[src/rtl/a7_service_gates_pkg.sv]
// Package a7_pkg: shared constants for the A7 service-gate generator.
//   - Bit positions of each read, write and clear gate inside the
//     gate vectors handled by a7_service_gates.
//   - Width of the YT address decode and a helper that performs it.
package a7_pkg;

    localparam int YT_W = 3;
    localparam int YT_N = 1 << YT_W;

    // Read gates (window RT_)
    localparam int RD_A    = 0;
    localparam int RD_BL   = 1;
    localparam int RD_BH   = 2;
    localparam int RD_C    = 3;
    localparam int RD_G    = 4;
    localparam int RD_L    = 5;
    localparam int RD_Q    = 6;
    localparam int RD_U    = 7;
    localparam int RD_Z    = 8;
    localparam int RD_EB   = 9;
    localparam int RD_FB   = 10;
    localparam int RD_BBE  = 11;
    localparam int RD_US   = 12;
    localparam int RD_ULO  = 13;
    localparam int RD_A2X  = 14;
    localparam int RD_L2GD = 15;
    localparam int N_RD    = 16;

    // Write gates (window WT_)
    localparam int WR_A    = 0;
    localparam int WR_B    = 1;
    localparam int WR_L    = 2;
    localparam int WR_Q    = 3;
    localparam int WR_Z    = 4;
    localparam int WR_S    = 5;
    localparam int WR_EB   = 6;
    localparam int WR_FB   = 7;
    localparam int WR_BBE  = 8;
    localparam int WR_YD   = 9;
    localparam int WR_YHI  = 10;
    localparam int WR_YLO  = 11;
    localparam int WR_YDLO = 12;
    localparam int WR_ALS  = 13;
    localparam int WR_G2   = 14;
    localparam int WR_G3   = 15;
    localparam int WR_G4   = 16;
    localparam int WR_G5   = 17;
    localparam int WR_EDOP = 18;
    localparam int N_WR    = 19;

    // Clear gates (window CT_)
    localparam int CL_A    = 0;
    localparam int CL_B    = 1;
    localparam int CL_G    = 2;
    localparam int CL_L1   = 3;
    localparam int CL_L2   = 4;
    localparam int CL_Q    = 5;
    localparam int CL_Z    = 6;
    localparam int CL_EB   = 7;
    localparam int CL_FB   = 8;
    localparam int CL_S    = 9;
    localparam int CL_U    = 10;
    localparam int N_CL    = 11;

    // One-hot YT select; all lines low while the enable (active-low) is high.
    function automatic logic [YT_N-1:0] yt_decode(input logic [YT_W-1:0] sel,
                                                  input logic en_n);
        logic [YT_N-1:0] one;
        one    = '0;
        one[0] = 1'b1;
        return en_n ? '0 : (one << sel);
    endfunction

endpackage

[src/rtl/a7_service_gates_if.sv]
// a7_service_gates_if: bundle between the control-pulse decoder (master)
// and the A7 service-gate generator (slave).
//   master drives: read/write pulses, timing windows, edit/inhibit/zap
//                  controls, misc controls and address decode.
//   slave drives : read/write/clear gates, buffered/aux signals, monitor
//                  strobes and YT address-select lines.
interface a7_service_gates_if;

    logic RA_, RB_, RC_, RG_, RL_, RQ_, RU_, RZ_, RCHG_, RSCG_, RUS_, A2X_, L2GD_;
    logic WA_, WB_, WG_, WGA_, WL_, WQ_, WS_, WY_, WY12_, WYD_, WZ_, WCHG_, WSCG_;
    logic RT_, WT_, CT_, TT_, T10_;
    logic CYL_, CYR_, SR_, EDOP_, SHIFT, GINH, ZAP_, L15_;
    logic CI, NEAC, EAC_, P04_, PIFL_, PIPPLS_, STFET1_, U2BBK, RL10BB, SB2_, CGA7, CGMC;
    logic EAD09, EAD10, EAD11, EAD09_, EAD10_, EAD11_;
    logic XB0_, XB1_, XB2_, XB3_, XB4_, XB5_, XB6_, XT0_;

    logic RAG_, RBLG_, RBHG_, RCG_, RGG_, RLG_, RQG_, RUG_, RZG_, REBG_, RFBG_, RBBEG_;
    logic RUSG_, RULOG_, A2XG_, L2GDG_;
    logic WAG_, WBG_, WLG_, WQG_, WZG_, WSG_, WEBG_, WFBG_, WBBEG_, WYDG_, WYHIG_, WYLOG_;
    logic WYDLOG_, WG1G_, WG2G_, WG3G_, WG4G_, WG5G_, WEDOPG_, WALSG_;
    logic CAG, CBG, CGG, CLG1G, CLG2G, CQG, CZG, CEBG, CFBG, CSG, CUG;
    logic RGG1, RLG1, RLG2, RLG3, WALSG, G2LSG, G2LSG_, WGNORM, CINORM, CIFF, CI01_;
    logic PIPSAM, P04A, RBBK;
    logic MRAG, MRGG, MRLG, MRULOG, MWAG, MWBG, MWBBEG, MWEBG, MWFBG, MWG, MWLG, MWQG;
    logic MWSG, MWYG, MWZG;
    logic YT0, YT1, YT2, YT3, YT4, YT5, YT6, YT7;
    logic YT0_, YT1_, YT2_, YT3_, YT4_, YT5_, YT6_, YT7_;
    logic YT0E, YT1E, YT2E, YT3E, YT4E, YT5E, YT6E, YT7E;

    modport slave (
        input  RA_, RB_, RC_, RG_, RL_, RQ_, RU_, RZ_, RCHG_, RSCG_, RUS_, A2X_, L2GD_,
        input  WA_, WB_, WG_, WGA_, WL_, WQ_, WS_, WY_, WY12_, WYD_, WZ_, WCHG_, WSCG_,
        input  RT_, WT_, CT_, TT_, T10_, CYL_, CYR_, SR_, EDOP_, SHIFT, GINH, ZAP_, L15_,
        input  CI, NEAC, EAC_, P04_, PIFL_, PIPPLS_, STFET1_, U2BBK, RL10BB, SB2_, CGA7, CGMC,
        input  EAD09, EAD10, EAD11, EAD09_, EAD10_, EAD11_,
        input  XB0_, XB1_, XB2_, XB3_, XB4_, XB5_, XB6_, XT0_,
        output RAG_, RBLG_, RBHG_, RCG_, RGG_, RLG_, RQG_, RUG_, RZG_, REBG_, RFBG_, RBBEG_,
        output RUSG_, RULOG_, A2XG_, L2GDG_,
        output WAG_, WBG_, WLG_, WQG_, WZG_, WSG_, WEBG_, WFBG_, WBBEG_, WYDG_, WYHIG_, WYLOG_,
        output WYDLOG_, WG1G_, WG2G_, WG3G_, WG4G_, WG5G_, WEDOPG_, WALSG_,
        output CAG, CBG, CGG, CLG1G, CLG2G, CQG, CZG, CEBG, CFBG, CSG, CUG,
        output RGG1, RLG1, RLG2, RLG3, WALSG, G2LSG, G2LSG_, WGNORM, CINORM, CIFF, CI01_,
        output PIPSAM, P04A, RBBK,
        output MRAG, MRGG, MRLG, MRULOG, MWAG, MWBG, MWBBEG, MWEBG, MWFBG, MWG, MWLG, MWQG,
        output MWSG, MWYG, MWZG,
        output YT0, YT1, YT2, YT3, YT4, YT5, YT6, YT7,
        output YT0_, YT1_, YT2_, YT3_, YT4_, YT5_, YT6_, YT7_,
        output YT0E, YT1E, YT2E, YT3E, YT4E, YT5E, YT6E, YT7E
    );

    modport master (
        output RA_, RB_, RC_, RG_, RL_, RQ_, RU_, RZ_, RCHG_, RSCG_, RUS_, A2X_, L2GD_,
        output WA_, WB_, WG_, WGA_, WL_, WQ_, WS_, WY_, WY12_, WYD_, WZ_, WCHG_, WSCG_,
        output RT_, WT_, CT_, TT_, T10_, CYL_, CYR_, SR_, EDOP_, SHIFT, GINH, ZAP_, L15_,
        output CI, NEAC, EAC_, P04_, PIFL_, PIPPLS_, STFET1_, U2BBK, RL10BB, SB2_, CGA7, CGMC,
        output EAD09, EAD10, EAD11, EAD09_, EAD10_, EAD11_,
        output XB0_, XB1_, XB2_, XB3_, XB4_, XB5_, XB6_, XT0_,
        input  RAG_, RBLG_, RBHG_, RCG_, RGG_, RLG_, RQG_, RUG_, RZG_, REBG_, RFBG_, RBBEG_,
        input  RUSG_, RULOG_, A2XG_, L2GDG_,
        input  WAG_, WBG_, WLG_, WQG_, WZG_, WSG_, WEBG_, WFBG_, WBBEG_, WYDG_, WYHIG_, WYLOG_,
        input  WYDLOG_, WG1G_, WG2G_, WG3G_, WG4G_, WG5G_, WEDOPG_, WALSG_,
        input  CAG, CBG, CGG, CLG1G, CLG2G, CQG, CZG, CEBG, CFBG, CSG, CUG,
        input  RGG1, RLG1, RLG2, RLG3, WALSG, G2LSG, G2LSG_, WGNORM, CINORM, CIFF, CI01_,
        input  PIPSAM, P04A, RBBK,
        input  MRAG, MRGG, MRLG, MRULOG, MWAG, MWBG, MWBBEG, MWEBG, MWFBG, MWG, MWLG, MWQG,
        input  MWSG, MWYG, MWZG,
        input  YT0, YT1, YT2, YT3, YT4, YT5, YT6, YT7,
        input  YT0_, YT1_, YT2_, YT3_, YT4_, YT5_, YT6_, YT7_,
        input  YT0E, YT1E, YT2E, YT3E, YT4E, YT5E, YT6E, YT7E
    );

endinterface

[src/rtl/a7_timed_gate.sv]
// a7_timed_gate: one service gate = active-low pulse qualified by an
// active-low timing window.
//   pulse_n  in   control pulse, active-low
//   window_n in   timing window (RT_/WT_/CT_), active-low
//   gate_n   out  gate, active-low (read/write gates)
//   gate     out  gate, active-high (clear gates)
module a7_timed_gate (
    input  logic pulse_n,
    input  logic window_n,
    output logic gate_n,
    output logic gate
);

    assign gate_n = pulse_n | window_n;
    assign gate   = ~gate_n;

endmodule

[src/rtl/a7_service_gates.sv]
// a7_service_gates: AGC A7 service-gate generator.
//   CLOCK  in  system clock, rising edge (only CIFF and PIPSAM use it)
//   rst    in  asynchronous reset, active-high
//   bus    a7_service_gates_if.slave: pulses/windows/controls in;
//          read, write, clear gates, aux, monitor and YT lines out.
// All gates are combinational. Build option A7_MONITOR_EN: when defined
// the M* monitor strobes image their gates; otherwise they are tied low.
module a7_service_gates (
    input  logic                      CLOCK,
    input  logic                      rst,
    a7_service_gates_if.slave         bus
);
    import a7_pkg::*;

    logic [N_RD-1:0] w_rd_pulse_n, w_rd_gate_n, w_unused_rd;
    logic [N_WR-1:0] w_wr_pulse_n, w_wr_gate_n, w_unused_wr;
    logic [N_CL-1:0] w_cl_pulse_n, w_cl_gate,   w_unused_cl;
    logic [YT_N-1:0] w_yt, w_yte;
    logic            w_wg1g_n;
    logic            r_ciff, r_pipsam;
    logic            w_unused;

    // Bank-register (EB/FB/BB) gates are the S-register channel pulse
    // qualified by the XB address decode of locations 3, 4 and 6.
    always_comb begin
        w_rd_pulse_n          = '1;
        w_rd_pulse_n[RD_A]    = bus.RA_;
        w_rd_pulse_n[RD_BL]   = bus.RB_;
        w_rd_pulse_n[RD_BH]   = bus.RB_;
        w_rd_pulse_n[RD_C]    = bus.RC_;
        w_rd_pulse_n[RD_G]    = bus.RG_;
        w_rd_pulse_n[RD_L]    = bus.RL_;
        w_rd_pulse_n[RD_Q]    = bus.RQ_;
        w_rd_pulse_n[RD_U]    = bus.RU_ & bus.ZAP_;
        w_rd_pulse_n[RD_Z]    = bus.RZ_;
        w_rd_pulse_n[RD_EB]   = bus.RSCG_ | bus.XB3_;
        w_rd_pulse_n[RD_FB]   = bus.RSCG_ | bus.XB4_;
        w_rd_pulse_n[RD_BBE]  = bus.RSCG_ | bus.XB6_;
        w_rd_pulse_n[RD_US]   = bus.RUS_;
        w_rd_pulse_n[RD_ULO]  = bus.RU_ & bus.RUS_;
        w_rd_pulse_n[RD_A2X]  = bus.A2X_;
        w_rd_pulse_n[RD_L2GD] = bus.L2GD_;
    end

    // G-edit sources are folded with GINH here so the inhibit always wins.
    always_comb begin
        w_wr_pulse_n          = '1;
        w_wr_pulse_n[WR_A]    = bus.WA_;
        w_wr_pulse_n[WR_B]    = bus.WB_;
        w_wr_pulse_n[WR_L]    = bus.WL_;
        w_wr_pulse_n[WR_Q]    = bus.WQ_;
        w_wr_pulse_n[WR_Z]    = bus.WZ_;
        w_wr_pulse_n[WR_S]    = bus.WS_;
        w_wr_pulse_n[WR_EB]   = bus.WSCG_ | bus.XB3_;
        w_wr_pulse_n[WR_FB]   = bus.WSCG_ | bus.XB4_;
        w_wr_pulse_n[WR_BBE]  = bus.WSCG_ | bus.XB6_;
        w_wr_pulse_n[WR_YD]   = bus.WYD_;
        w_wr_pulse_n[WR_YHI]  = bus.WY_;
        w_wr_pulse_n[WR_YLO]  = bus.WY_ & bus.WY12_;
        w_wr_pulse_n[WR_YDLO] = bus.WYD_;
        w_wr_pulse_n[WR_ALS]  = bus.ZAP_;
        w_wr_pulse_n[WR_G2]   = bus.CYL_  | bus.GINH;
        w_wr_pulse_n[WR_G3]   = bus.CYR_  | bus.GINH;
        w_wr_pulse_n[WR_G4]   = bus.SR_   | bus.GINH;
        w_wr_pulse_n[WR_G5]   = bus.EDOP_ | bus.GINH;
        w_wr_pulse_n[WR_EDOP] = bus.EDOP_ | bus.GINH;
    end

    // Writing any Y input clears U, so CUG takes the OR of the Y writes.
    always_comb begin
        w_cl_pulse_n        = '1;
        w_cl_pulse_n[CL_A]  = bus.WA_;
        w_cl_pulse_n[CL_B]  = bus.WB_;
        w_cl_pulse_n[CL_G]  = bus.WG_ & ~bus.CGMC;
        w_cl_pulse_n[CL_L1] = bus.WL_;
        w_cl_pulse_n[CL_L2] = bus.WL_;
        w_cl_pulse_n[CL_Q]  = bus.WQ_;
        w_cl_pulse_n[CL_Z]  = bus.WZ_;
        w_cl_pulse_n[CL_EB] = bus.WSCG_ | bus.XB3_;
        w_cl_pulse_n[CL_FB] = bus.WSCG_ | bus.XB4_;
        w_cl_pulse_n[CL_S]  = bus.WS_;
        w_cl_pulse_n[CL_U]  = bus.WY_ & bus.WY12_ & bus.WYD_;
    end

    for (genvar i = 0; i < N_RD; i++) begin : g_rd
        a7_timed_gate u_gate (.pulse_n(w_rd_pulse_n[i]), .window_n(bus.RT_),
                              .gate_n(w_rd_gate_n[i]), .gate(w_unused_rd[i]));
    end
    for (genvar i = 0; i < N_WR; i++) begin : g_wr
        a7_timed_gate u_gate (.pulse_n(w_wr_pulse_n[i]), .window_n(bus.WT_),
                              .gate_n(w_wr_gate_n[i]), .gate(w_unused_wr[i]));
    end
    for (genvar i = 0; i < N_CL; i++) begin : g_cl
        a7_timed_gate u_gate (.pulse_n(w_cl_pulse_n[i]), .window_n(bus.CT_),
                              .gate_n(w_unused_cl[i]), .gate(w_cl_gate[i]));
    end

    // WG1G_ is the only G write gate not qualified by WT_.
    assign w_wg1g_n = bus.GINH | bus.SHIFT | (bus.WG_ & bus.WGA_);

    assign bus.RAG_   = w_rd_gate_n[RD_A];    assign bus.RBLG_  = w_rd_gate_n[RD_BL];
    assign bus.RBHG_  = w_rd_gate_n[RD_BH];   assign bus.RCG_   = w_rd_gate_n[RD_C];
    assign bus.RGG_   = w_rd_gate_n[RD_G];    assign bus.RLG_   = w_rd_gate_n[RD_L];
    assign bus.RQG_   = w_rd_gate_n[RD_Q];    assign bus.RUG_   = w_rd_gate_n[RD_U];
    assign bus.RZG_   = w_rd_gate_n[RD_Z];    assign bus.REBG_  = w_rd_gate_n[RD_EB];
    assign bus.RFBG_  = w_rd_gate_n[RD_FB];   assign bus.RBBEG_ = w_rd_gate_n[RD_BBE];
    assign bus.RUSG_  = w_rd_gate_n[RD_US];   assign bus.RULOG_ = w_rd_gate_n[RD_ULO];
    assign bus.A2XG_  = w_rd_gate_n[RD_A2X];  assign bus.L2GDG_ = w_rd_gate_n[RD_L2GD];

    assign bus.WAG_    = w_wr_gate_n[WR_A];    assign bus.WBG_    = w_wr_gate_n[WR_B];
    assign bus.WLG_    = w_wr_gate_n[WR_L];    assign bus.WQG_    = w_wr_gate_n[WR_Q];
    assign bus.WZG_    = w_wr_gate_n[WR_Z];    assign bus.WSG_    = w_wr_gate_n[WR_S];
    assign bus.WEBG_   = w_wr_gate_n[WR_EB];   assign bus.WFBG_   = w_wr_gate_n[WR_FB];
    assign bus.WBBEG_  = w_wr_gate_n[WR_BBE];  assign bus.WYDG_   = w_wr_gate_n[WR_YD];
    assign bus.WYHIG_  = w_wr_gate_n[WR_YHI];  assign bus.WYLOG_  = w_wr_gate_n[WR_YLO];
    assign bus.WYDLOG_ = w_wr_gate_n[WR_YDLO]; assign bus.WALSG_  = w_wr_gate_n[WR_ALS];
    assign bus.WG1G_   = w_wg1g_n;             assign bus.WG2G_   = w_wr_gate_n[WR_G2];
    assign bus.WG3G_   = w_wr_gate_n[WR_G3];   assign bus.WG4G_   = w_wr_gate_n[WR_G4];
    assign bus.WG5G_   = w_wr_gate_n[WR_G5];   assign bus.WEDOPG_ = w_wr_gate_n[WR_EDOP];

    assign bus.CAG   = w_cl_gate[CL_A];   assign bus.CBG   = w_cl_gate[CL_B];
    assign bus.CGG   = w_cl_gate[CL_G];   assign bus.CLG1G = w_cl_gate[CL_L1];
    assign bus.CLG2G = w_cl_gate[CL_L2];  assign bus.CQG   = w_cl_gate[CL_Q];
    assign bus.CZG   = w_cl_gate[CL_Z];   assign bus.CEBG  = w_cl_gate[CL_EB];
    assign bus.CFBG  = w_cl_gate[CL_FB];  assign bus.CSG   = w_cl_gate[CL_S];
    assign bus.CUG   = w_cl_gate[CL_U];

    assign bus.RGG1   = ~w_rd_gate_n[RD_G];
    assign bus.RLG1   = ~w_rd_gate_n[RD_L];
    assign bus.RLG2   = ~w_rd_gate_n[RD_L];
    assign bus.RLG3   = ~w_rd_gate_n[RD_L];
    assign bus.WALSG  = ~w_wr_gate_n[WR_ALS];
    assign bus.G2LSG  = (~bus.L2GD_ | ~bus.ZAP_) & ~bus.WT_;
    assign bus.G2LSG_ = ~((~bus.L2GD_ | ~bus.ZAP_) & ~bus.WT_);
    assign bus.WGNORM = ~bus.WG_ & ~bus.SHIFT;
    assign bus.P04A   = ~bus.P04_;
    assign bus.RBBK   = ~w_rd_gate_n[RD_BBE] & bus.U2BBK;

    assign w_yt  = yt_decode({bus.EAD11, bus.EAD10, bus.EAD09}, bus.XT0_);
    assign w_yte = w_yt & {YT_N{~bus.EAC_ & ~bus.NEAC}};
    assign {bus.YT7, bus.YT6, bus.YT5, bus.YT4, bus.YT3, bus.YT2, bus.YT1, bus.YT0} = w_yt;
    assign {bus.YT7_, bus.YT6_, bus.YT5_, bus.YT4_,
            bus.YT3_, bus.YT2_, bus.YT1_, bus.YT0_} = ~w_yt;
    assign {bus.YT7E, bus.YT6E, bus.YT5E, bus.YT4E,
            bus.YT3E, bus.YT2E, bus.YT1E, bus.YT0E} = w_yte;

    // Carry-in flip-flop: set has priority over the TT_ clear.
    always_ff @(posedge CLOCK or posedge rst) begin
        if (rst)          r_ciff <= 1'b0;
        else if (bus.CI)  r_ciff <= 1'b1;
        else if (!bus.TT_) r_ciff <= 1'b0;
    end

    // PIPA sample taken only during T10.
    always_ff @(posedge CLOCK or posedge rst) begin
        if (rst)           r_pipsam <= 1'b0;
        else if (!bus.T10_) r_pipsam <= ~bus.PIPPLS_;
    end

    assign bus.CIFF   = r_ciff;
    assign bus.PIPSAM = r_pipsam;
    assign bus.CINORM = r_ciff & ~bus.CT_;
    assign bus.CI01_  = ~(r_ciff | ~bus.L15_);

`ifdef A7_MONITOR_EN
    assign bus.MRAG   = ~w_rd_gate_n[RD_A];
    assign bus.MRGG   = ~w_rd_gate_n[RD_G];
    assign bus.MRLG   = ~w_rd_gate_n[RD_L];
    assign bus.MRULOG = ~w_rd_gate_n[RD_ULO];
    assign bus.MWAG   = ~w_wr_gate_n[WR_A];
    assign bus.MWBG   = ~w_wr_gate_n[WR_B];
    assign bus.MWBBEG = ~w_wr_gate_n[WR_BBE];
    assign bus.MWEBG  = ~w_wr_gate_n[WR_EB];
    assign bus.MWFBG  = ~w_wr_gate_n[WR_FB];
    assign bus.MWG    = ~w_wg1g_n | bus.CGA7;
    assign bus.MWLG   = ~w_wr_gate_n[WR_L];
    assign bus.MWQG   = ~w_wr_gate_n[WR_Q];
    assign bus.MWSG   = ~w_wr_gate_n[WR_S];
    assign bus.MWYG   = ~(w_wr_gate_n[WR_YLO] & w_wr_gate_n[WR_YHI]);
    assign bus.MWZG   = ~w_wr_gate_n[WR_Z];
`else
    assign {bus.MRAG, bus.MRGG, bus.MRLG, bus.MRULOG, bus.MWAG, bus.MWBG, bus.MWBBEG,
            bus.MWEBG, bus.MWFBG, bus.MWG, bus.MWLG, bus.MWQG, bus.MWSG, bus.MWYG,
            bus.MWZG} = '0;
`endif

    // Inputs carried on the bus that no gate in this block consumes.
    assign w_unused = ^{bus.PIFL_, bus.STFET1_, bus.RL10BB, bus.SB2_, bus.CGA7,
                        bus.EAD09_, bus.EAD10_, bus.EAD11_, bus.XB0_, bus.XB1_,
                        bus.XB2_, bus.XB5_, bus.RCHG_, bus.WCHG_,
                        w_unused_rd, w_unused_wr, w_unused_cl};

endmodule

[src/flat_wrapper.sv]
// flat-port wrapper written by rule: the top's interface ports become plain ports
module a7_service_gates_flat import a7_pkg::*;
  (CLOCK, rst, bus_RA_, bus_RB_, bus_RC_, bus_RG_, bus_RL_, bus_RQ_, bus_RU_, bus_RZ_, bus_RCHG_, bus_RSCG_, bus_RUS_, bus_A2X_, bus_L2GD_, bus_WA_, bus_WB_, bus_WG_, bus_WGA_, bus_WL_, bus_WQ_, bus_WS_, bus_WY_, bus_WY12_, bus_WYD_, bus_WZ_, bus_WCHG_, bus_WSCG_, bus_RT_, bus_WT_, bus_CT_, bus_TT_, bus_T10_, bus_CYL_, bus_CYR_, bus_SR_, bus_EDOP_, bus_SHIFT, bus_GINH, bus_ZAP_, bus_L15_, bus_CI, bus_NEAC, bus_EAC_, bus_P04_, bus_PIFL_, bus_PIPPLS_, bus_STFET1_, bus_U2BBK, bus_RL10BB, bus_SB2_, bus_CGA7, bus_CGMC, bus_EAD09, bus_EAD10, bus_EAD11, bus_EAD09_, bus_EAD10_, bus_EAD11_, bus_XB0_, bus_XB1_, bus_XB2_, bus_XB3_, bus_XB4_, bus_XB5_, bus_XB6_, bus_XT0_, bus_RAG_, bus_RBLG_, bus_RBHG_, bus_RCG_, bus_RGG_, bus_RLG_, bus_RQG_, bus_RUG_, bus_RZG_, bus_REBG_, bus_RFBG_, bus_RBBEG_, bus_RUSG_, bus_RULOG_, bus_A2XG_, bus_L2GDG_, bus_WAG_, bus_WBG_, bus_WLG_, bus_WQG_, bus_WZG_, bus_WSG_, bus_WEBG_, bus_WFBG_, bus_WBBEG_, bus_WYDG_, bus_WYHIG_, bus_WYLOG_, bus_WYDLOG_, bus_WG1G_, bus_WG2G_, bus_WG3G_, bus_WG4G_, bus_WG5G_, bus_WEDOPG_, bus_WALSG_, bus_CAG, bus_CBG, bus_CGG, bus_CLG1G, bus_CLG2G, bus_CQG, bus_CZG, bus_CEBG, bus_CFBG, bus_CSG, bus_CUG, bus_RGG1, bus_RLG1, bus_RLG2, bus_RLG3, bus_WALSG, bus_G2LSG, bus_G2LSG_, bus_WGNORM, bus_CINORM, bus_CIFF, bus_CI01_, bus_PIPSAM, bus_P04A, bus_RBBK, bus_MRAG, bus_MRGG, bus_MRLG, bus_MRULOG, bus_MWAG, bus_MWBG, bus_MWBBEG, bus_MWEBG, bus_MWFBG, bus_MWG, bus_MWLG, bus_MWQG, bus_MWSG, bus_MWYG, bus_MWZG, bus_YT0, bus_YT1, bus_YT2, bus_YT3, bus_YT4, bus_YT5, bus_YT6, bus_YT7, bus_YT0_, bus_YT1_, bus_YT2_, bus_YT3_, bus_YT4_, bus_YT5_, bus_YT6_, bus_YT7_, bus_YT0E, bus_YT1E, bus_YT2E, bus_YT3E, bus_YT4E, bus_YT5E, bus_YT6E, bus_YT7E);
  a7_service_gates_if bus_i ();
  input  logic CLOCK;
  input  logic rst;
  input wire logic [$bits(bus_i.RA_)-1:0] bus_RA_;
  input wire logic [$bits(bus_i.RB_)-1:0] bus_RB_;
  input wire logic [$bits(bus_i.RC_)-1:0] bus_RC_;
  input wire logic [$bits(bus_i.RG_)-1:0] bus_RG_;
  input wire logic [$bits(bus_i.RL_)-1:0] bus_RL_;
  input wire logic [$bits(bus_i.RQ_)-1:0] bus_RQ_;
  input wire logic [$bits(bus_i.RU_)-1:0] bus_RU_;
  input wire logic [$bits(bus_i.RZ_)-1:0] bus_RZ_;
  input wire logic [$bits(bus_i.RCHG_)-1:0] bus_RCHG_;
  input wire logic [$bits(bus_i.RSCG_)-1:0] bus_RSCG_;
  input wire logic [$bits(bus_i.RUS_)-1:0] bus_RUS_;
  input wire logic [$bits(bus_i.A2X_)-1:0] bus_A2X_;
  input wire logic [$bits(bus_i.L2GD_)-1:0] bus_L2GD_;
  input wire logic [$bits(bus_i.WA_)-1:0] bus_WA_;
  input wire logic [$bits(bus_i.WB_)-1:0] bus_WB_;
  input wire logic [$bits(bus_i.WG_)-1:0] bus_WG_;
  input wire logic [$bits(bus_i.WGA_)-1:0] bus_WGA_;
  input wire logic [$bits(bus_i.WL_)-1:0] bus_WL_;
  input wire logic [$bits(bus_i.WQ_)-1:0] bus_WQ_;
  input wire logic [$bits(bus_i.WS_)-1:0] bus_WS_;
  input wire logic [$bits(bus_i.WY_)-1:0] bus_WY_;
  input wire logic [$bits(bus_i.WY12_)-1:0] bus_WY12_;
  input wire logic [$bits(bus_i.WYD_)-1:0] bus_WYD_;
  input wire logic [$bits(bus_i.WZ_)-1:0] bus_WZ_;
  input wire logic [$bits(bus_i.WCHG_)-1:0] bus_WCHG_;
  input wire logic [$bits(bus_i.WSCG_)-1:0] bus_WSCG_;
  input wire logic [$bits(bus_i.RT_)-1:0] bus_RT_;
  input wire logic [$bits(bus_i.WT_)-1:0] bus_WT_;
  input wire logic [$bits(bus_i.CT_)-1:0] bus_CT_;
  input wire logic [$bits(bus_i.TT_)-1:0] bus_TT_;
  input wire logic [$bits(bus_i.T10_)-1:0] bus_T10_;
  input wire logic [$bits(bus_i.CYL_)-1:0] bus_CYL_;
  input wire logic [$bits(bus_i.CYR_)-1:0] bus_CYR_;
  input wire logic [$bits(bus_i.SR_)-1:0] bus_SR_;
  input wire logic [$bits(bus_i.EDOP_)-1:0] bus_EDOP_;
  input wire logic [$bits(bus_i.SHIFT)-1:0] bus_SHIFT;
  input wire logic [$bits(bus_i.GINH)-1:0] bus_GINH;
  input wire logic [$bits(bus_i.ZAP_)-1:0] bus_ZAP_;
  input wire logic [$bits(bus_i.L15_)-1:0] bus_L15_;
  input wire logic [$bits(bus_i.CI)-1:0] bus_CI;
  input wire logic [$bits(bus_i.NEAC)-1:0] bus_NEAC;
  input wire logic [$bits(bus_i.EAC_)-1:0] bus_EAC_;
  input wire logic [$bits(bus_i.P04_)-1:0] bus_P04_;
  input wire logic [$bits(bus_i.PIFL_)-1:0] bus_PIFL_;
  input wire logic [$bits(bus_i.PIPPLS_)-1:0] bus_PIPPLS_;
  input wire logic [$bits(bus_i.STFET1_)-1:0] bus_STFET1_;
  input wire logic [$bits(bus_i.U2BBK)-1:0] bus_U2BBK;
  input wire logic [$bits(bus_i.RL10BB)-1:0] bus_RL10BB;
  input wire logic [$bits(bus_i.SB2_)-1:0] bus_SB2_;
  input wire logic [$bits(bus_i.CGA7)-1:0] bus_CGA7;
  input wire logic [$bits(bus_i.CGMC)-1:0] bus_CGMC;
  input wire logic [$bits(bus_i.EAD09)-1:0] bus_EAD09;
  input wire logic [$bits(bus_i.EAD10)-1:0] bus_EAD10;
  input wire logic [$bits(bus_i.EAD11)-1:0] bus_EAD11;
  input wire logic [$bits(bus_i.EAD09_)-1:0] bus_EAD09_;
  input wire logic [$bits(bus_i.EAD10_)-1:0] bus_EAD10_;
  input wire logic [$bits(bus_i.EAD11_)-1:0] bus_EAD11_;
  input wire logic [$bits(bus_i.XB0_)-1:0] bus_XB0_;
  input wire logic [$bits(bus_i.XB1_)-1:0] bus_XB1_;
  input wire logic [$bits(bus_i.XB2_)-1:0] bus_XB2_;
  input wire logic [$bits(bus_i.XB3_)-1:0] bus_XB3_;
  input wire logic [$bits(bus_i.XB4_)-1:0] bus_XB4_;
  input wire logic [$bits(bus_i.XB5_)-1:0] bus_XB5_;
  input wire logic [$bits(bus_i.XB6_)-1:0] bus_XB6_;
  input wire logic [$bits(bus_i.XT0_)-1:0] bus_XT0_;
  output wire logic [$bits(bus_i.RAG_)-1:0] bus_RAG_;
  output wire logic [$bits(bus_i.RBLG_)-1:0] bus_RBLG_;
  output wire logic [$bits(bus_i.RBHG_)-1:0] bus_RBHG_;
  output wire logic [$bits(bus_i.RCG_)-1:0] bus_RCG_;
  output wire logic [$bits(bus_i.RGG_)-1:0] bus_RGG_;
  output wire logic [$bits(bus_i.RLG_)-1:0] bus_RLG_;
  output wire logic [$bits(bus_i.RQG_)-1:0] bus_RQG_;
  output wire logic [$bits(bus_i.RUG_)-1:0] bus_RUG_;
  output wire logic [$bits(bus_i.RZG_)-1:0] bus_RZG_;
  output wire logic [$bits(bus_i.REBG_)-1:0] bus_REBG_;
  output wire logic [$bits(bus_i.RFBG_)-1:0] bus_RFBG_;
  output wire logic [$bits(bus_i.RBBEG_)-1:0] bus_RBBEG_;
  output wire logic [$bits(bus_i.RUSG_)-1:0] bus_RUSG_;
  output wire logic [$bits(bus_i.RULOG_)-1:0] bus_RULOG_;
  output wire logic [$bits(bus_i.A2XG_)-1:0] bus_A2XG_;
  output wire logic [$bits(bus_i.L2GDG_)-1:0] bus_L2GDG_;
  output wire logic [$bits(bus_i.WAG_)-1:0] bus_WAG_;
  output wire logic [$bits(bus_i.WBG_)-1:0] bus_WBG_;
  output wire logic [$bits(bus_i.WLG_)-1:0] bus_WLG_;
  output wire logic [$bits(bus_i.WQG_)-1:0] bus_WQG_;
  output wire logic [$bits(bus_i.WZG_)-1:0] bus_WZG_;
  output wire logic [$bits(bus_i.WSG_)-1:0] bus_WSG_;
  output wire logic [$bits(bus_i.WEBG_)-1:0] bus_WEBG_;
  output wire logic [$bits(bus_i.WFBG_)-1:0] bus_WFBG_;
  output wire logic [$bits(bus_i.WBBEG_)-1:0] bus_WBBEG_;
  output wire logic [$bits(bus_i.WYDG_)-1:0] bus_WYDG_;
  output wire logic [$bits(bus_i.WYHIG_)-1:0] bus_WYHIG_;
  output wire logic [$bits(bus_i.WYLOG_)-1:0] bus_WYLOG_;
  output wire logic [$bits(bus_i.WYDLOG_)-1:0] bus_WYDLOG_;
  output wire logic [$bits(bus_i.WG1G_)-1:0] bus_WG1G_;
  output wire logic [$bits(bus_i.WG2G_)-1:0] bus_WG2G_;
  output wire logic [$bits(bus_i.WG3G_)-1:0] bus_WG3G_;
  output wire logic [$bits(bus_i.WG4G_)-1:0] bus_WG4G_;
  output wire logic [$bits(bus_i.WG5G_)-1:0] bus_WG5G_;
  output wire logic [$bits(bus_i.WEDOPG_)-1:0] bus_WEDOPG_;
  output wire logic [$bits(bus_i.WALSG_)-1:0] bus_WALSG_;
  output wire logic [$bits(bus_i.CAG)-1:0] bus_CAG;
  output wire logic [$bits(bus_i.CBG)-1:0] bus_CBG;
  output wire logic [$bits(bus_i.CGG)-1:0] bus_CGG;
  output wire logic [$bits(bus_i.CLG1G)-1:0] bus_CLG1G;
  output wire logic [$bits(bus_i.CLG2G)-1:0] bus_CLG2G;
  output wire logic [$bits(bus_i.CQG)-1:0] bus_CQG;
  output wire logic [$bits(bus_i.CZG)-1:0] bus_CZG;
  output wire logic [$bits(bus_i.CEBG)-1:0] bus_CEBG;
  output wire logic [$bits(bus_i.CFBG)-1:0] bus_CFBG;
  output wire logic [$bits(bus_i.CSG)-1:0] bus_CSG;
  output wire logic [$bits(bus_i.CUG)-1:0] bus_CUG;
  output wire logic [$bits(bus_i.RGG1)-1:0] bus_RGG1;
  output wire logic [$bits(bus_i.RLG1)-1:0] bus_RLG1;
  output wire logic [$bits(bus_i.RLG2)-1:0] bus_RLG2;
  output wire logic [$bits(bus_i.RLG3)-1:0] bus_RLG3;
  output wire logic [$bits(bus_i.WALSG)-1:0] bus_WALSG;
  output wire logic [$bits(bus_i.G2LSG)-1:0] bus_G2LSG;
  output wire logic [$bits(bus_i.G2LSG_)-1:0] bus_G2LSG_;
  output wire logic [$bits(bus_i.WGNORM)-1:0] bus_WGNORM;
  output wire logic [$bits(bus_i.CINORM)-1:0] bus_CINORM;
  output wire logic [$bits(bus_i.CIFF)-1:0] bus_CIFF;
  output wire logic [$bits(bus_i.CI01_)-1:0] bus_CI01_;
  output wire logic [$bits(bus_i.PIPSAM)-1:0] bus_PIPSAM;
  output wire logic [$bits(bus_i.P04A)-1:0] bus_P04A;
  output wire logic [$bits(bus_i.RBBK)-1:0] bus_RBBK;
  output wire logic [$bits(bus_i.MRAG)-1:0] bus_MRAG;
  output wire logic [$bits(bus_i.MRGG)-1:0] bus_MRGG;
  output wire logic [$bits(bus_i.MRLG)-1:0] bus_MRLG;
  output wire logic [$bits(bus_i.MRULOG)-1:0] bus_MRULOG;
  output wire logic [$bits(bus_i.MWAG)-1:0] bus_MWAG;
  output wire logic [$bits(bus_i.MWBG)-1:0] bus_MWBG;
  output wire logic [$bits(bus_i.MWBBEG)-1:0] bus_MWBBEG;
  output wire logic [$bits(bus_i.MWEBG)-1:0] bus_MWEBG;
  output wire logic [$bits(bus_i.MWFBG)-1:0] bus_MWFBG;
  output wire logic [$bits(bus_i.MWG)-1:0] bus_MWG;
  output wire logic [$bits(bus_i.MWLG)-1:0] bus_MWLG;
  output wire logic [$bits(bus_i.MWQG)-1:0] bus_MWQG;
  output wire logic [$bits(bus_i.MWSG)-1:0] bus_MWSG;
  output wire logic [$bits(bus_i.MWYG)-1:0] bus_MWYG;
  output wire logic [$bits(bus_i.MWZG)-1:0] bus_MWZG;
  output wire logic [$bits(bus_i.YT0)-1:0] bus_YT0;
  output wire logic [$bits(bus_i.YT1)-1:0] bus_YT1;
  output wire logic [$bits(bus_i.YT2)-1:0] bus_YT2;
  output wire logic [$bits(bus_i.YT3)-1:0] bus_YT3;
  output wire logic [$bits(bus_i.YT4)-1:0] bus_YT4;
  output wire logic [$bits(bus_i.YT5)-1:0] bus_YT5;
  output wire logic [$bits(bus_i.YT6)-1:0] bus_YT6;
  output wire logic [$bits(bus_i.YT7)-1:0] bus_YT7;
  output wire logic [$bits(bus_i.YT0_)-1:0] bus_YT0_;
  output wire logic [$bits(bus_i.YT1_)-1:0] bus_YT1_;
  output wire logic [$bits(bus_i.YT2_)-1:0] bus_YT2_;
  output wire logic [$bits(bus_i.YT3_)-1:0] bus_YT3_;
  output wire logic [$bits(bus_i.YT4_)-1:0] bus_YT4_;
  output wire logic [$bits(bus_i.YT5_)-1:0] bus_YT5_;
  output wire logic [$bits(bus_i.YT6_)-1:0] bus_YT6_;
  output wire logic [$bits(bus_i.YT7_)-1:0] bus_YT7_;
  output wire logic [$bits(bus_i.YT0E)-1:0] bus_YT0E;
  output wire logic [$bits(bus_i.YT1E)-1:0] bus_YT1E;
  output wire logic [$bits(bus_i.YT2E)-1:0] bus_YT2E;
  output wire logic [$bits(bus_i.YT3E)-1:0] bus_YT3E;
  output wire logic [$bits(bus_i.YT4E)-1:0] bus_YT4E;
  output wire logic [$bits(bus_i.YT5E)-1:0] bus_YT5E;
  output wire logic [$bits(bus_i.YT6E)-1:0] bus_YT6E;
  output wire logic [$bits(bus_i.YT7E)-1:0] bus_YT7E;
  assign bus_i.RA_ = bus_RA_;
  assign bus_i.RB_ = bus_RB_;
  assign bus_i.RC_ = bus_RC_;
  assign bus_i.RG_ = bus_RG_;
  assign bus_i.RL_ = bus_RL_;
  assign bus_i.RQ_ = bus_RQ_;
  assign bus_i.RU_ = bus_RU_;
  assign bus_i.RZ_ = bus_RZ_;
  assign bus_i.RCHG_ = bus_RCHG_;
  assign bus_i.RSCG_ = bus_RSCG_;
  assign bus_i.RUS_ = bus_RUS_;
  assign bus_i.A2X_ = bus_A2X_;
  assign bus_i.L2GD_ = bus_L2GD_;
  assign bus_i.WA_ = bus_WA_;
  assign bus_i.WB_ = bus_WB_;
  assign bus_i.WG_ = bus_WG_;
  assign bus_i.WGA_ = bus_WGA_;
  assign bus_i.WL_ = bus_WL_;
  assign bus_i.WQ_ = bus_WQ_;
  assign bus_i.WS_ = bus_WS_;
  assign bus_i.WY_ = bus_WY_;
  assign bus_i.WY12_ = bus_WY12_;
  assign bus_i.WYD_ = bus_WYD_;
  assign bus_i.WZ_ = bus_WZ_;
  assign bus_i.WCHG_ = bus_WCHG_;
  assign bus_i.WSCG_ = bus_WSCG_;
  assign bus_i.RT_ = bus_RT_;
  assign bus_i.WT_ = bus_WT_;
  assign bus_i.CT_ = bus_CT_;
  assign bus_i.TT_ = bus_TT_;
  assign bus_i.T10_ = bus_T10_;
  assign bus_i.CYL_ = bus_CYL_;
  assign bus_i.CYR_ = bus_CYR_;
  assign bus_i.SR_ = bus_SR_;
  assign bus_i.EDOP_ = bus_EDOP_;
  assign bus_i.SHIFT = bus_SHIFT;
  assign bus_i.GINH = bus_GINH;
  assign bus_i.ZAP_ = bus_ZAP_;
  assign bus_i.L15_ = bus_L15_;
  assign bus_i.CI = bus_CI;
  assign bus_i.NEAC = bus_NEAC;
  assign bus_i.EAC_ = bus_EAC_;
  assign bus_i.P04_ = bus_P04_;
  assign bus_i.PIFL_ = bus_PIFL_;
  assign bus_i.PIPPLS_ = bus_PIPPLS_;
  assign bus_i.STFET1_ = bus_STFET1_;
  assign bus_i.U2BBK = bus_U2BBK;
  assign bus_i.RL10BB = bus_RL10BB;
  assign bus_i.SB2_ = bus_SB2_;
  assign bus_i.CGA7 = bus_CGA7;
  assign bus_i.CGMC = bus_CGMC;
  assign bus_i.EAD09 = bus_EAD09;
  assign bus_i.EAD10 = bus_EAD10;
  assign bus_i.EAD11 = bus_EAD11;
  assign bus_i.EAD09_ = bus_EAD09_;
  assign bus_i.EAD10_ = bus_EAD10_;
  assign bus_i.EAD11_ = bus_EAD11_;
  assign bus_i.XB0_ = bus_XB0_;
  assign bus_i.XB1_ = bus_XB1_;
  assign bus_i.XB2_ = bus_XB2_;
  assign bus_i.XB3_ = bus_XB3_;
  assign bus_i.XB4_ = bus_XB4_;
  assign bus_i.XB5_ = bus_XB5_;
  assign bus_i.XB6_ = bus_XB6_;
  assign bus_i.XT0_ = bus_XT0_;
  assign bus_RAG_ = bus_i.RAG_;
  assign bus_RBLG_ = bus_i.RBLG_;
  assign bus_RBHG_ = bus_i.RBHG_;
  assign bus_RCG_ = bus_i.RCG_;
  assign bus_RGG_ = bus_i.RGG_;
  assign bus_RLG_ = bus_i.RLG_;
  assign bus_RQG_ = bus_i.RQG_;
  assign bus_RUG_ = bus_i.RUG_;
  assign bus_RZG_ = bus_i.RZG_;
  assign bus_REBG_ = bus_i.REBG_;
  assign bus_RFBG_ = bus_i.RFBG_;
  assign bus_RBBEG_ = bus_i.RBBEG_;
  assign bus_RUSG_ = bus_i.RUSG_;
  assign bus_RULOG_ = bus_i.RULOG_;
  assign bus_A2XG_ = bus_i.A2XG_;
  assign bus_L2GDG_ = bus_i.L2GDG_;
  assign bus_WAG_ = bus_i.WAG_;
  assign bus_WBG_ = bus_i.WBG_;
  assign bus_WLG_ = bus_i.WLG_;
  assign bus_WQG_ = bus_i.WQG_;
  assign bus_WZG_ = bus_i.WZG_;
  assign bus_WSG_ = bus_i.WSG_;
  assign bus_WEBG_ = bus_i.WEBG_;
  assign bus_WFBG_ = bus_i.WFBG_;
  assign bus_WBBEG_ = bus_i.WBBEG_;
  assign bus_WYDG_ = bus_i.WYDG_;
  assign bus_WYHIG_ = bus_i.WYHIG_;
  assign bus_WYLOG_ = bus_i.WYLOG_;
  assign bus_WYDLOG_ = bus_i.WYDLOG_;
  assign bus_WG1G_ = bus_i.WG1G_;
  assign bus_WG2G_ = bus_i.WG2G_;
  assign bus_WG3G_ = bus_i.WG3G_;
  assign bus_WG4G_ = bus_i.WG4G_;
  assign bus_WG5G_ = bus_i.WG5G_;
  assign bus_WEDOPG_ = bus_i.WEDOPG_;
  assign bus_WALSG_ = bus_i.WALSG_;
  assign bus_CAG = bus_i.CAG;
  assign bus_CBG = bus_i.CBG;
  assign bus_CGG = bus_i.CGG;
  assign bus_CLG1G = bus_i.CLG1G;
  assign bus_CLG2G = bus_i.CLG2G;
  assign bus_CQG = bus_i.CQG;
  assign bus_CZG = bus_i.CZG;
  assign bus_CEBG = bus_i.CEBG;
  assign bus_CFBG = bus_i.CFBG;
  assign bus_CSG = bus_i.CSG;
  assign bus_CUG = bus_i.CUG;
  assign bus_RGG1 = bus_i.RGG1;
  assign bus_RLG1 = bus_i.RLG1;
  assign bus_RLG2 = bus_i.RLG2;
  assign bus_RLG3 = bus_i.RLG3;
  assign bus_WALSG = bus_i.WALSG;
  assign bus_G2LSG = bus_i.G2LSG;
  assign bus_G2LSG_ = bus_i.G2LSG_;
  assign bus_WGNORM = bus_i.WGNORM;
  assign bus_CINORM = bus_i.CINORM;
  assign bus_CIFF = bus_i.CIFF;
  assign bus_CI01_ = bus_i.CI01_;
  assign bus_PIPSAM = bus_i.PIPSAM;
  assign bus_P04A = bus_i.P04A;
  assign bus_RBBK = bus_i.RBBK;
  assign bus_MRAG = bus_i.MRAG;
  assign bus_MRGG = bus_i.MRGG;
  assign bus_MRLG = bus_i.MRLG;
  assign bus_MRULOG = bus_i.MRULOG;
  assign bus_MWAG = bus_i.MWAG;
  assign bus_MWBG = bus_i.MWBG;
  assign bus_MWBBEG = bus_i.MWBBEG;
  assign bus_MWEBG = bus_i.MWEBG;
  assign bus_MWFBG = bus_i.MWFBG;
  assign bus_MWG = bus_i.MWG;
  assign bus_MWLG = bus_i.MWLG;
  assign bus_MWQG = bus_i.MWQG;
  assign bus_MWSG = bus_i.MWSG;
  assign bus_MWYG = bus_i.MWYG;
  assign bus_MWZG = bus_i.MWZG;
  assign bus_YT0 = bus_i.YT0;
  assign bus_YT1 = bus_i.YT1;
  assign bus_YT2 = bus_i.YT2;
  assign bus_YT3 = bus_i.YT3;
  assign bus_YT4 = bus_i.YT4;
  assign bus_YT5 = bus_i.YT5;
  assign bus_YT6 = bus_i.YT6;
  assign bus_YT7 = bus_i.YT7;
  assign bus_YT0_ = bus_i.YT0_;
  assign bus_YT1_ = bus_i.YT1_;
  assign bus_YT2_ = bus_i.YT2_;
  assign bus_YT3_ = bus_i.YT3_;
  assign bus_YT4_ = bus_i.YT4_;
  assign bus_YT5_ = bus_i.YT5_;
  assign bus_YT6_ = bus_i.YT6_;
  assign bus_YT7_ = bus_i.YT7_;
  assign bus_YT0E = bus_i.YT0E;
  assign bus_YT1E = bus_i.YT1E;
  assign bus_YT2E = bus_i.YT2E;
  assign bus_YT3E = bus_i.YT3E;
  assign bus_YT4E = bus_i.YT4E;
  assign bus_YT5E = bus_i.YT5E;
  assign bus_YT6E = bus_i.YT6E;
  assign bus_YT7E = bus_i.YT7E;
  a7_service_gates u_core (.CLOCK(CLOCK), .rst(rst), .bus(bus_i));
endmodule
[config.mk]
export PLATFORM = sky130hd
export DESIGN_NAME = a7_service_gates_flat
export DESIGN_NICKNAME = d
export VERILOG_FILES = /design/src/rtl/a7_service_gates_pkg.sv /design/src/rtl/a7_service_gates_if.sv /design/src/rtl/a7_timed_gate.sv /design/src/rtl/a7_service_gates.sv /design/src/flat_wrapper.sv
export SDC_FILE = /design/constraint.sdc
export NUM_CORES = 1
export LEC_CHECK = 0
export CAP_MARGIN = 20
export CORE_MARGIN = 8
export CORE_UTILIZATION = 20
export CTS_CLUSTER_DIAMETER = 150
export DETAILED_ROUTE_END_ITERATION = 10
export PLACE_DENSITY = 0.95
export SLEW_MARGIN = 10
export SYNTH_ARGS = -nofsm -noshare
export SYNTH_HDL_FRONTEND = slang
export SYNTH_SLANG_ARGS = --single-unit
[constraint.sdc]
create_clock -name CLOCK -period 3.5 [get_ports CLOCK]
set_clock_uncertainty 0.2 [all_clocks]
set_input_delay 0.7 -clock CLOCK [delete_from_list [all_inputs] [get_ports CLOCK]]
set_output_delay 0.7 -clock CLOCK [all_outputs]
set_load 0.02 [all_outputs]
Word level (Yosys, flattened, before mapping). Index checks and enable logic that the tools add are counted.

Output and inout bits: 100. Input port bits: 67. Logic and storage cells: 104. Bits in registers: 2.

Bitwise operators: 97. Shift-type cells: 1. Muxes and demuxes: 3. Equality and inequality tests: 1.

Operator list (number): $or 1x1->1 (56); $not 1->1 (28); $and 1x1->1 (11); $and 8x8->8 (1); $mux 8 (1); $not 8->8 (1); $shl 1x3->8 const A (1); $mux 1 (2); $ne 2x1->1 const B (1).

Logic depth before layout (Yosys ltp). Gate-level depths: netlist of the first run.

Depth in word-level cells: 4. Gate-level depth with buffers: 3. Depth with buffers taken out: 2.

By module. Synthesis of the first run repeated with hierarchy kept, for this count alone.

Cell total of the unflattened synthesis: 181. Area total of the unflattened synthesis: 1036.0 um2.

Modules (own cells, without submodules): a7_service_gates (instances 1, cells each 89, sequential area each 50.0 um2, area each 575.6 um2); a7_timed_gate (instances 46, cells each 2, sequential area each 0.0 um2, area each 10.0 um2).

Worst setup path before layout of the first run. Ideal clock, no wire load.

Path type: input to output. Start: input bus_EAD11. End: output bus_YT0_. Path buffers: 1. Data arrival time: 1912 ps. Stages on the path: 3. Required time: 2600 ps. Slack: 688 ps. Cells stage by stage: clkbuf_2 -> nor4_1 -> inv_1.

Longest elaborated chain between the ends: 3.

Ends and longest elaborated chain: from (decl) (RTL line flat_wrapper.sv:60) `input wire logic [$bits(bus_i.EAD11)-1:0] bus_EAD11;`; $shl 1x3->8 (RTL line a7_service_gates_pkg.sv:71) `return en_n ? '0 : (one << sel);`; $mux 8 (RTL line a7_service_gates_pkg.sv:71); via bus_YT0 (RTL line flat_wrapper.sv:148) `output wire logic [$bits(bus_i.YT0)-1:0] bus_YT0;`; $not 8->8 (RTL line a7_service_gates.sv:143) `bus.YT3_, bus.YT2_, bus.YT1_, bus.YT0_} = ~w_yt;`; to (decl) (RTL line flat_wrapper.sv:156) `output wire logic [$bits(bus_i.YT0_)-1:0] bus_YT0_;`.

The timed path passes the listed nets, and every way through them passes these cells.

Worst setup path after layout of the first run.
Start: input bus_EAD11. End: output bus_YT0E.

Longest elaborated chain between the ends: 3.

Ends and longest elaborated chain: $shl 1x3->8 (RTL line a7_service_gates_pkg.sv:71); $mux 8 (RTL line a7_service_gates_pkg.sv:71); $and 8x8->8 (RTL line a7_service_gates.sv:140) `assign w_yte = w_yt & {YT_N{~bus.EAC_ & ~bus.NEAC}};`; to (decl) (RTL line flat_wrapper.sv:164) `output wire logic [$bits(bus_i.YT0E)-1:0] bus_YT0E;`.

No other way between the ends.

==> results of run 1 <==
[worst max path at each step]
stage,startpoint,end,slack (ns),cells after the start
3_5_place_dp,bus_EAD11,bus_YT4E,0.05,4
5_1_grt,bus_EAD11,bus_YT5E,0.003,4
6_report,bus_EAD11,bus_YT0E,0.05,4
2_1_floorplan,bus_EAD11,bus_YT0_,0.69,3
3_3_place_gp,bus_EAD11,bus_YT4E,0.06,4
4_1_cts,bus_EAD11,bus_YT4E,0.05,4
[cells in the mapped netlist (2+ instances only)]
cell,number
nor3_2,2
nor3_1,6
or2_2,19
clkbuf_1,3
dfrtp_1,2
nand2_1,6
nand3_1,2
or3_1,10
nor2b_1,4
buf_4,21
buf_2,2
nand2b_1,3
a21o_1,5
inv_1,10
nor2_1,19
[state kept, by name, summed over array words and instances, names as in the netlist]
name,cells
u_core.bus.CIFF,1
u_core.bus.PIPSAM,1
[per-stage QoR]
step	utilization (%)	hold WS, ns	cells	cell area (µm²)	total power, mW
CTS	57.8	0.321	303	2130	0.394
global placement	56.7	0.313	300	2090	0.295
floorplan	-	0.241	139	825	0.160
finish	58.1	0.315	303	2140	0.388
detailed placement	56.7	0.315	300	2090	0.300
global route	58.1	0.358	303	2140	0.411
[cells by family (layout without fill, tap and decap cells)]
| family | after synthesis | count (layout) | share of synthesized area [%] |
|---|---|---|---|
| simple gates | 75 | 75 | 54.1 |
| buf+inv | 38 | 154 | 30.1 |
| compound gates | 8 | 8 | 7.46 |
| other cells | 1 | 15 | 0.486 |
| mux | 1 | 1 | 1.30 |
| flops | 2 | 2 | 6.48 |
[placed cells by master (no fill, tap or decap)]
master,Yosys,routed
buf_4,21,4
a31oi_1,1,1
a21o_1,5,5
clkdlybuf4s50_1,0,133
dlymetal6s2s_1,0,4
nor3_1,6,6
nor2_1,19,19
a21oi_1,1,1
nand3_1,2,2
nand2b_1,3,3
or2_2,19,19
nor3_2,2,2
and2b_1,1,1
conb_1,1,15
clkbuf_8,0,3
or3_1,10,10
or4b_4,1,1
nand2_1,6,6
or4_4,1,1
a211o_1,1,1
dfrtp_1,2,2
nor4_1,1,1
mux2i_1,1,1
inv_1,10,10
nor2b_1,4,4
[area by class of cell]
type                    count  area (µm²)
inverters                  10        37.5
repair buffers            141        1410
clock buffers               3        41.3
flip-flops and latches      2        50.0
well taps                  48        60.1
fillers                   332        1550
multi-input cells          99         542
[power by group]
group	switching (mW)	internal (mW)	leakage [nW]	total [mW]
logic	0.131	0.142	0.902	0.273
registers	0.00131	0.0253	0.0224	0.0266
clock network	0.0165	0.0726	0.0216	0.0890
[critical path, delay by kind of cell]
| kind | cells | cell delay, ns |
|---|---|---|
| AND/OR/NAND/NOR | 2 | 0.71 |
| buffers and inverters | 2 | 1.14 |
[routing by layer]
| layer | vias to the layer above | global-route usage [%] |
|---|---|---|
| met5 | - | 0 |
| met4 | 0 | 5.19 |
| met3 | 8 | 5.01 |
| met2 | 83 | 28.7 |
| met1 | 581 | 15.2 |
| li1 | 628 | - |
[repair_timing]
action | 4_1_cts | 5_1_grt
endpoints found under the setup margin | 0 | 4
gates resized for setup | 0 | 4
hold buffers | 0 | 0
setup buffers | 0 | 0
==> impl_metrics.tcl, run 1 <==
set metrics [dict create \
    num_rows 22 \
    vias 1300 \
    rsz0062_at_grt "false" \
    fin_nets 324 \
    grt.overflow.total 0 \
    worst-setup-path-type "primary input to output port" \
    m1WireLength_um 1810 \
    met2_length_um 2620 \
    insertion_delay_ns 0.21 \
    drive_above_1_share_pct 11.8 \
    wl_per_cell_um 16.6 \
    ant_nets 0 \
    cts_buffers 3 \
    crit_fanout 6 \
    viasPerCell 4.29 \
    ctsRootBufferMaster "clkbuf_8" \
    syn_inst 125 \
    maxCapViolations 0 \
    synth_edf_count 0 \
    yosysSeqAreaShare_pct 6.48 \
    status "finished clean" \
    worst_slew_pin_slew_ns 0.516 \
    finalHoldViolCount 0 \
    async_flop_share_pct 100 \
    grt_max_degree 19 \
    wl_um 5030 \
    avgSynthCellArea_um2 6.18 \
    reg2reg_depth 1 \
    path_clk_slew_ns 0.03 \
    slowest_stage "clkdlybuf4s50_1" \
    cp.arrival_ns 2.55 \
    cp.required_ns 2.60 \
    firstDrtPassIters 4 \
    yosys_warnings 0 \
    grt_antenna_before_repair 0 \
    ys_top_cells_by_area "buf_4, or2_2, nor2_1, or3_1, dfrtp_1" \
    grt_pass1_vias 1306 \
    pin_count 167 \
    io_buffers 137 \
    slowest_delay_ns 0.65 \
    drt_drc_violations_left 0 \
    worstReg2RegStart "u_core.bus.CIFF" \
    cts_sinks 2 \
    crit_path_start_kind "primary input" \
    die_w_um 78.1 \
    synth.distinct_cells 26 \
    place_hpwl_um 4600 \
    slew_headroom_pct 65.5 \
    grt_pass1_wl_um 7400 \
    critical_path.endpoint_type "output port" \
    track_usage_pct 15.2 \
    crit_path_frequent_cell "clkdlybuf4s50_1" \
    whs_path_depth 1 \
    reg2reg_to "u_core.bus.CIFF" \
    ir_drop_uv 138 \
    hold_path_end "u_core.bus.CIFF" \
    synth_flop_cell "dfrtp_1" \
    place_congestion 0.776 \
    final.setup.worst_slack_ns 0.0481 \
    n_antenna_cell 0 \
    die-area_um2 6100 \
    synthToLayoutAreaGrowth_pct 177 \
    crit_chain "clkdlybuf4s50_1, or4_4, nor3_2, clkdlybuf4s50_1" \
    synth_top_area_share_pct 20.4 \
    netlist_area_um2 772 \
    p_per_area_nw_per_um2 181 \
    pre_cts_slack_ns 0.0547 \
    highest_layer "met4" \
    reg2reg_slack_ns 2.64 \
    cts_tree "yes" \
    fmax_mhz 290 \
    hold_path.class "register to register" \
    yosysTopAreaCell "buf_4" \
    fin_crit_sh_pct 98.6 \
    p_leak_nw 0.946 \
    hp-start "u_core.bus.CIFF" \
    core_area_um2 3690 \
    drt_iter0_drc 27 \
    finalMaxSlewViolations 0 \
    die_h_um 78.1 \
    clockBufferDepth 2 \
    ys_ff_latch 2 \
    cts.htree.levels 1 \
    start_util_pct 20.9 \
    wl_met3_um 493 \
    tns_ns 0 \
    setup_viol_count_final 0 \
    fin_crit_ns 3.45 \
]
No activity file was read; power rests on OpenSTA's default activity.
==> inputs of run 2 (changes only) <==
==> constraint.sdc (replaced) <==
create_clock -name CLOCK -period 3.5 [get_ports CLOCK]
set_clock_uncertainty 0.2 [all_clocks]
set_input_delay 0.875 -clock CLOCK [delete_from_list [all_inputs] [get_ports CLOCK]]
set_output_delay 0.875 -clock CLOCK [all_outputs]
set_load 0.05 [all_outputs]
==> run 2 against run 1 <==
  * Non-clock buffer count grew 2
  * Combinational power grew 71%
  * Flip-flop and latch count is the same
  * Global-route usage grew 2.4 points
  * Critical endpoint is now bus_YT5E
  * Die area is the same
  * Total power grew 52%
  * Largest power group unchanged
  * Largest cell class unchanged
  * Worst setup slack gained 0.068 ns
  * Clock power grew 7.1%
  * Via count grew 2.5%
  * First-iteration DRC count grew 26%
  * Fmax grew 2.0%
==> impl_metrics.tcl, run 2 (synthesis gave the netlist of run 1 again) <==
set metrics [dict create \
    die_w_um 78.1 \
    hold-worst-slack_ns 0.388 \
    hp-start "u_core.bus.PIPSAM" \
    core_area_um2 3690 \
    setup_viol_count_final 0 \
    grt.overflow.total 0 \
    cts_hold_buf 0 \
    fin_nets 326 \
    vias 1333 \
    slowest_stage "clkdlybuf4s50_1" \
    critical_path.endpoint_type "output port" \
    hold_path_end "u_core.bus.PIPSAM" \
    grt_max_degree 14 \
    ant_nets 0 \
    n_antenna_cell 0 \
    final_cell_mix "buf_12, clkdlybuf4s50_1, buf_4" \
    ctsRootBufferMaster "clkbuf_8" \
    reg2reg_to "u_core.bus.CIFF" \
    hold_path.class "register to register" \
    status "finished clean" \
    finalMaxSlewViolations 0 \
    insertion_delay_ns 0.22 \
    tns_ns 0 \
    reg2reg_slack_ns 2.58 \
    clockBufferDepth 2 \
    drt_drc_violations_left 0 \
    grt_pass1_wl_um 8450 \
    grt_pass1_vias 1393 \
    finalHoldViolCount 0 \
    io_buffers 137 \
    die_h_um 78.1 \
    drt_iter0_drc 34 \
    final_common_cell "buf_12" \
    pin_count 167 \
    crit_path_start_kind "primary input" \
    track_usage_pct 17.6 \
    num_rows 22 \
    cp.required_ns 2.42 \
    fmax_mhz 295 \
    place_hpwl_um 5290 \
    p_leak_nw 1.21 \
    rsz0062_at_grt "false" \
    worst_slew_pin_slew_ns 0.502 \
    viasPerCell 4.37 \
    cts_sinks 2 \
    maxCapViolations 0 \
    wl_um 5780 \
    whs_path_depth 2 \
    cp-startpoint "bus_EAD11" \
    cts.htree.levels 1 \
    postCtsSetupRepairBufs 0 \
    worstReg2RegStart "u_core.bus.CIFF" \
    path_clk_slew_ns 0.03 \
    crit_chain "clkdlybuf4s50_1, or4b_4, nor2_1, buf_12" \
    cp.arrival_ns 2.31 \
    fin_crit_ns 3.38 \
    reg2reg_depth 1 \
    place_congestion 0.850 \
    worst-setup-path-type "primary input to output port" \
    firstDrtPassIters 4 \
    slowest_delay_ns 0.53 \
    start_util_pct 20.9 \
    grt_antenna_before_repair 0 \
    wl_per_cell_um 19.0 \
    drive_above_1_share_pct 45.1 \
    crit_fanout 5 \
    fin_crit_sh_pct 96.7 \
    die-area_um2 6100 \
    ir_drop_uv 225 \
    slew_headroom_pct 66.4 \
    cts_resized 0 \
    cts_buffers 3 \
    cts_tree "yes" \
    synthToLayoutAreaGrowth_pct 247 \
    p_per_area_nw_per_um2 220 \
]
## run 2: worst max-delay path by stage
stage               end  slack, ns  cells after the start
6_report       bus_YT5E       0.12                      4
5_1_grt        bus_YT3E       0.06                      4
4_1_cts        bus_YT4E       0.11                      4
3_5_place_dp   bus_YT5E       0.11                      4
3_3_place_gp   bus_YT5E       0.13                      4
2_1_floorplan   bus_YT3       0.18                      3
## run 2: critical path, delay by kind of cell
| family | cells | cell delay [ns] |
|---|---|---|
| simple gates | 2 | 0.73 |
| buf+inv | 2 | 0.70 |
## run 2: layout make-up
cell class	instances	area [µm²]
clock buffer	3	41.3
timing repair buffer	143	1930
fill	238	1010
tap	48	60.1
inverter	10	37.5
multi-input combinational	99	557
sequential	2	50.0
## run 2: per-layer routing
| metal | part of all wire [%] | track usage, % |
|---|---|---|
| met1 | 34 | 16.5 |
| met2 | 53 | 33.7 |
| met3 | 11 | 7.18 |
| met4 | 1.8 | 5.56 |
| met5 | 0 | 0 |
## run 2: power by group
part	internal, mW	total, mW	switching (mW)
sequential	0.0253	0.0269	0.00164
combinational	0.196	0.467	0.271
clock	0.0731	0.0953	0.0222
## run 2: through the flow
stage	power (mW)	worst slack (ns)	cells	area, µm²	utilization, %
detailed placement	0.494	0.107	302	2640	71.5
global placement	0.486	0.129	302	2640	71.5
floorplan	0.281	0.176	139	840	-
CTS	0.593	0.107	305	2680	72.7
global route	0.609	0.0602	305	2680	72.7
finish	0.589	0.116	305	2680	72.7
